[config.mk]
export PLATFORM = sky130hd
export DESIGN_NAME = score_ram
export DESIGN_NICKNAME = d
export VERILOG_FILES = /design/src/rtl/score_ram_pkg.sv /design/src/rtl/score_ram_array.sv /design/src/rtl/score_ram.sv
export SDC_FILE = /design/constraint.sdc
export NUM_CORES = 1
export LEC_CHECK = 0
export ABC_AREA = 1
export ABC_CLOCK_PERIOD_IN_PS = 3800
export CORE_MARGIN = 2
export CORE_UTILIZATION = 40
export DETAILED_ROUTE_END_ITERATION = 10
export DONT_BUFFER_PORTS = 1
export SYNTH_ARGS = -nofsm -noshare
export SYNTH_HDL_FRONTEND = slang
export SYNTH_SLANG_ARGS = --single-unit
[constraint.sdc]
create_clock -name clk -period 3.8 [get_ports clk]
set_input_delay 0.38 -clock clk [delete_from_list [all_inputs] [get_ports clk]]
set_output_delay 0.38 -clock clk [all_outputs]
set_load 0.1 [all_outputs]
[src/rtl/score_ram_pkg.sv]
// Shared types and defaults for the score RAM.
// Latency: n/a (types and constants only).
// Backpressure: n/a.
package score_ram_pkg;

    // Default geometry: 64 player slots of 16-bit scores.
    localparam int ADDR_W_DEF = 6;
    localparam int DATA_W_DEF = 16;

    // Request-to-result latency of a read, in clock cycles.
    localparam int RD_LAT = 2;

    // Clear-sweep controller states.
    typedef enum logic {
        S_CLEAR = 1'b0,
        S_READY = 1'b1
    } state_t;

endpackage

[src/rtl/score_ram_array.sv]
// Plain synchronous single-port storage array with a registered read (read stage 1).
// Latency: write visible next cycle; read data registered one cycle after the request.
// Backpressure: none; accepts one write or one read per cycle.
//
// Ports:
//   clk   - clock
//   we    - write enable, writes wdata to addr
//   re    - read enable, captures mem[addr] into rdata
//   addr  - entry index
//   wdata - write data
//   rdata - registered read data (holds when re=0)
module score_ram_array
    import score_ram_pkg::*;
#(
    parameter int ADDR_W = ADDR_W_DEF,
    parameter int DATA_W = DATA_W_DEF
) (
    input  logic              clk,
    input  logic              we,
    input  logic              re,
    input  logic [ADDR_W-1:0] addr,
    input  logic [DATA_W-1:0] wdata,
    output logic [DATA_W-1:0] rdata
);

    localparam int DEPTH = 1 << ADDR_W;

    logic [DATA_W-1:0] mem [DEPTH];

    // No reset on the array: contents are zeroed by the clear sweep instead.
    always_ff @(posedge clk) begin
        if (we) begin
            mem[addr] <= wdata;
        end
        if (re) begin
            rdata <= mem[addr];
        end
    end

endmodule

[src/rtl/score_ram.sv]
// Score storage answering the scoreboard RAM interface; self-clears for a new game.
// Latency: read result 2 cycles after request (1/cycle throughput); writes visible next cycle.
// Backpressure: ready=0 during the clear sweep; requests seen then are dropped, not stalled.
//
// Ports:
//   clk, rst  - clock, asynchronous active-high reset
//   clr       - single-cycle pulse restarting the clear sweep
//   wren      - 1 = write data to address, 0 = read address
//   address   - slot index; only the low ADDR_W bits are used
//   data      - write data
//   ram_data  - read data (holds when ram_valid=0)
//   ram_valid - ram_data carries a read result this cycle
//   ready     - requests are accepted
//
// Build option: define SCORE_RAM_CLEAR_EN to include the clear-sweep FSM and clr.
// Without it, clr is ignored, ready rises one edge after reset and contents
// are unspecified until written.
module score_ram
    import score_ram_pkg::*;
#(
    parameter int ADDR_W = ADDR_W_DEF,
    parameter int DATA_W = DATA_W_DEF
) (
    input  logic              clk,
    input  logic              rst,
    input  logic              clr,
    input  logic              wren,
    input  logic [15:0]       address,
    input  logic [DATA_W-1:0] data,
    output logic [DATA_W-1:0] ram_data,
    output logic              ram_valid,
    output logic              ready
);

    localparam int DEPTH = 1 << ADDR_W;
    localparam int CNT_W = ADDR_W + 1;

    logic              arr_we;
    logic              arr_re;
    logic [ADDR_W-1:0] arr_addr;
    logic [DATA_W-1:0] arr_wdata;
    logic [DATA_W-1:0] arr_rdata;

    logic              sweep;
    logic [ADDR_W-1:0] sweep_addr;

    // Upper address bits are aliased away by design.
    logic [15-ADDR_W:0] unused_addr_hi;
    assign unused_addr_hi = address[15:ADDR_W];

`ifdef SCORE_RAM_CLEAR_EN
    state_t           state;
    logic [CNT_W-1:0] cnt;

    // One extra counter bit so cnt never wraps back to 0 after the last entry.
    always_ff @(posedge clk or posedge rst) begin
        if (rst) begin
            state <= S_CLEAR;
            cnt   <= '0;
            ready <= 1'b0;
        end else begin
            case (state)
                S_CLEAR: begin
                    if (clr) begin
                        cnt <= '0;
                    end else begin
                        cnt <= cnt + 1'b1;
                        if (cnt == CNT_W'(DEPTH - 1)) begin
                            state <= S_READY;
                            ready <= 1'b1;
                        end
                    end
                end
                S_READY: begin
                    if (clr) begin
                        state <= S_CLEAR;
                        cnt   <= '0;
                        ready <= 1'b0;
                    end
                end
                default: begin
                    state <= S_CLEAR;
                    cnt   <= '0;
                    ready <= 1'b0;
                end
            endcase
        end
    end

    assign sweep      = (state == S_CLEAR);
    assign sweep_addr = cnt[ADDR_W-1:0];
`else
    logic unused_clr;
    assign unused_clr = clr;

    always_ff @(posedge clk or posedge rst) begin
        if (rst) begin
            ready <= 1'b0;
        end else begin
            ready <= 1'b1;
        end
    end

    assign sweep      = 1'b0;
    assign sweep_addr = '0;
`endif

    // The sweep owns the single port while it runs; otherwise the external
    // request goes through only when ready.
    always_comb begin
        arr_we    = 1'b0;
        arr_re    = 1'b0;
        arr_addr  = address[ADDR_W-1:0];
        arr_wdata = data;
        if (sweep) begin
            arr_we    = 1'b1;
            arr_addr  = sweep_addr;
            arr_wdata = '0;
        end else if (ready) begin
            arr_we = wren;
            arr_re = !wren;
        end
    end

    score_ram_array #(
        .ADDR_W (ADDR_W),
        .DATA_W (DATA_W)
    ) u_array (
        .clk   (clk),
        .we    (arr_we),
        .re    (arr_re),
        .addr  (arr_addr),
        .wdata (arr_wdata),
        .rdata (arr_rdata)
    );

    // Valid bits travel alongside the data; bit 0 marks a valid stage-1 capture.
    logic [RD_LAT-1:0] vld_pipe;

    always_ff @(posedge clk or posedge rst) begin
        if (rst) begin
            vld_pipe <= '0;
            ram_data <= '0;
        end else begin
            vld_pipe <= {vld_pipe[RD_LAT-2:0], arr_re};
            if (vld_pipe[0]) begin
                ram_data <= arr_rdata;
            end
        end
    end

    assign ram_valid = vld_pipe[RD_LAT-1];

endmodule

==> results.md <==
- Total internal power: 19.27 mW
- Number of design rule violations left after detail routing: 0
- Number of logic stages on the critical path including buffering: 5
- First-pass GRT wire length: 170.8 mm
- Class of the worst hold path: primary input to flip-flop
- Final setup slack of the worst path: 0.07117 ns
- Number of unique standard cell types used by synthesis: 25
- Most common cell on crit path: sky130_fd_sc_hd__buf_4
- Delay-heaviest family, CP: buffers and inverters
- Launching element type of the critical path: primary input
- Max-capacitance violation count: 0
- Number of global-route vias before repair: 26,988
- Slowest stage cell, crit path: sky130_fd_sc_hd__inv_8
- Met1 track demand over resource in global routing: 28.91%
- Worst hold margin: 0.06639 ns
- Sequential share of power: 52.7%
- Die outline height: 337.1 um
- Final critical delay including setup and external delays: 3.729 ns
- CP Data Arrival Time: 4.11 ns
- Failing checks: slew limit
- Via count: 28,785
- Final number of setup-violating endpoints: 0
- Library cell with the largest summed area after synthesis: sky130_fd_sc_hd__edfxtp_1
- FP Rows: 122
- WL per Instance: 19.44 um
- Fraction of final layout cells sized beyond drive strength 1: 7.138%
- Final Max Tran Viols: 397
- Net Switching: 5.640 mW
- Cell depth of the worst min-delay path: 1
- Total global-route track usage: 20.13%
- Die area: 113,600 um^2
- Ratio of routed vias to standard cells: 4.877
- Most Used Layer, Global Route: met2
- Pre-CTS setup slack: 1.059 ns
- Number of instances in the synthesized netlist: 4,297
- Final period util: 98.13%
- Top-level port count: 54
- Peak Freq: 268.2 MHz
- Critical path buffers and inverters: 3
- Clk sinks: 1,059
- Cell area after synthesis: 44,380 um^2
- Worst-case reg-to-reg path depth: 5
- Synth top area share: 70.38%
- Highest cell delay on the worst timing path: 1.28 ns
- Drt initial violations: 2,939
- Result of the run: finished, violations left
- Met2 Usage GRT: 31.65%
- Leakage Power: 20.72 nW
- Commonest cells after routing, fill and taps aside: sky130_fd_sc_hd__nand2_1, sky130_fd_sc_hd__edfxtp_1, sky130_fd_sc_hd__clkbuf_16
- CTS Buffer Depth: 3
- Syn nets: 4,333
- Maximum level of the CTS H-tree: 3
- Combinational share of power: 5.1%
- Total Neg Setup Slack: 0 ns
- Clock root cell: sky130_fd_sc_hd__clkbuf_16
- Cell area after layout: 50,090 um^2
- Horiz. Die Dim: 337.1 um
- Worst-Margin Slew: 2.362 ns
- Net total in the final layout: 4,357
- Post-detail-place hpwl: 59.33 mm
- Starting density of the core: 40.21%
- Most common cell after layout, fill and taps aside: sky130_fd_sc_hd__nand2_1
- Total of warnings raised by yosys: 0
- Placement Cell Area: 46,120 um^2
- Hold violation total from the final report: 0
- Mapped Avg Cell Area: 10.33 um^2
- Met3 usage: 3.439%
- Final weighted congestion of routability-driven global placement: 0.8404
- Slew margin rel.: -57.44%
- Biggest area contributors in the synthesized netlist: sky130_fd_sc_hd__edfxtp_1, sky130_fd_sc_hd__nand2_1, sky130_fd_sc_hd__dfrtp_1
- Type of the worst setup path: primary input to flip-flop
- Maximum number of pins on one net before global-route repair: 529
- CTS tree: done
- Area Overhead vs Synth: 12.87%
- Clk pwr share: 42.2%
- DRT Pass-1 Iters: 6
- Count of input and output buffers: 0
- Critical path capture point type: flip-flop
- Total routed wirelength: 114.7 mm
- Insertion delay of the later-clocked pin in the worst-skew pair: 0.70 ns
- CORE AREA: 110,400 um^2
- Clock transition at path regs: 0.06 ns
- Total power density per cell area: 497.2 nW/um^2
- Setup repair after global routing missed its margin: no
- Setup skew after layout: 0.02646 ns
- Required time at the endpoint of the critical path: 4.18 ns
- Maximum fanout along the worst path: 528
- Worst VDD drop: 342.9 uV
- CP Cell Sequence: inv_8, nand4_1, buf_4, nor2_1, buf_4
- Clock buffer count from CTS: 108
- ANT nets after route: 0
- Sw Share: 22.64%
- Remaining global-route overflow: 0
- Count of state elements after synthesis: 1,059
- Number of antenna violations at the first check in global routing: 2
- Sequential share of the synthesized area: 71.45%
## worst reg2reg max path, stage by stage (launching register included)
cell and delay, ns:
sky130_fd_sc_hd__dfrtp_1 0.43, sky130_fd_sc_hd__nand2_1 0.16, sky130_fd_sc_hd__inv_1 0.20, sky130_fd_sc_hd__nand4_1 0.66, sky130_fd_sc_hd__nor2_1 0.52, sky130_fd_sc_hd__buf_4 0.35
## layer usage
metal | part of all wire [%] | vias to the layer above
met5 | 0 | -
met1 | 45 | 13772
met2 | 46 | 875
li1 | - | 13975
met4 | 2.4 | 0
met3 | 7.1 | 163
## power groups by stage
stage / registers [mW] / logic [mW] / clock network, mW
2_1_floorplan: 13.4 / 0.827 / 0
3_3_place_gp: 13.4 / 0.977 / 0
3_5_place_dp: 13.4 / 0.984 / 0
4_1_cts: 13.1 / 1.25 / 10.7
5_1_grt: 13.1 / 1.40 / 11.1
6_report: 13.1 / 1.27 / 10.5
## cell type report
type	count	area, um^2
multi-input combinational	2999	11550
sequential	1059	31710
fill	10286	60280
tap	1488	1862
timing repair buffer	121	1321
clock buffer	133	2839
clock inverter	69	663.1
antenna	1	2.502
inverter	32	140.1
## flip-flops by register name, summed over array words and instances (netlist names)
register,flops
ram_data,16
ready,1
u_array.mem,1024
u_array.rdata,16
vld_pipe,2
## per-stage QoR
| stage | util (%) | cells | power [mW] |
|---|---|---|---|
| 3_3_place_gp | 41.79 | 5681 | 14.36 |
| 5_1_grt | 45.38 | 5901 | 25.66 |
| 4_1_cts | 45.38 | 5901 | 25.05 |
| 6_report | 45.38 | 5902 | 24.90 |
| 2_1_floorplan | - | 4297 | 14.19 |
| 3_5_place_dp | 41.79 | 5681 | 14.36 |
## synthesized netlist by cell type, drive strengths merged
library cell,n
nor2,106
clkbuf,85
or2,6
nor4,2
o211ai,5
buf,122
dfrtp,19
nor3,8
clkinv,1
mux2,16
inv,31
nand3,13
o21ai,7
nand2,2833
edfxtp,1040
nand4,2
conb,1
## cells by family (layout without fill, tap and decap cells)
group / Yosys count / in the layout / share of synthesized area [%]
AND/OR/NAND/NOR: 2970 / 2970 / 25.43
multiplexers: 16 / 16 / 0.4060
other: 1 / 2 / 0.008451
AO/OA/AOI/OAI: 12 / 12 / 0.1635
flip-flops: 1059 / 1059 / 71.45
buffers and inverters: 239 / 355 / 2.546
## worst paths after layout
check                                             from                       endpoint  slack (ns)
setup / recovery                            address[0]   u_array.mem[54][6]$_DFFE_PP_        0.07
min in group asynchronous                          rst        ram_data[8]$_DFFE_PP0P_        0.30
max in group asynchronous                          rst        ram_data[9]$_DFFE_PP0P_        2.97
hold / removal                                data[14]  u_array.mem[45][14]$_DFFE_PP_        0.07
setup reg to reg                       ready$_DFF_PP0_  u_array.mem[31][14]$_DFFE_PP_        1.17
hold reg to reg            u_array.rdata[13]$_DFFE_PP_       ram_data[13]$_DFFE_PP0P_        0.48
## timing repair
action | in CTS | in global routing
resized for setup | 0 | 0
endpoints found under the hold margin | 1044 | 0
setup buffers | 0 | 0
hold buffers | 18 | 0
setup endpoints to repair | 0 | 0
No activity file was read; power rests on OpenSTA's default activity.
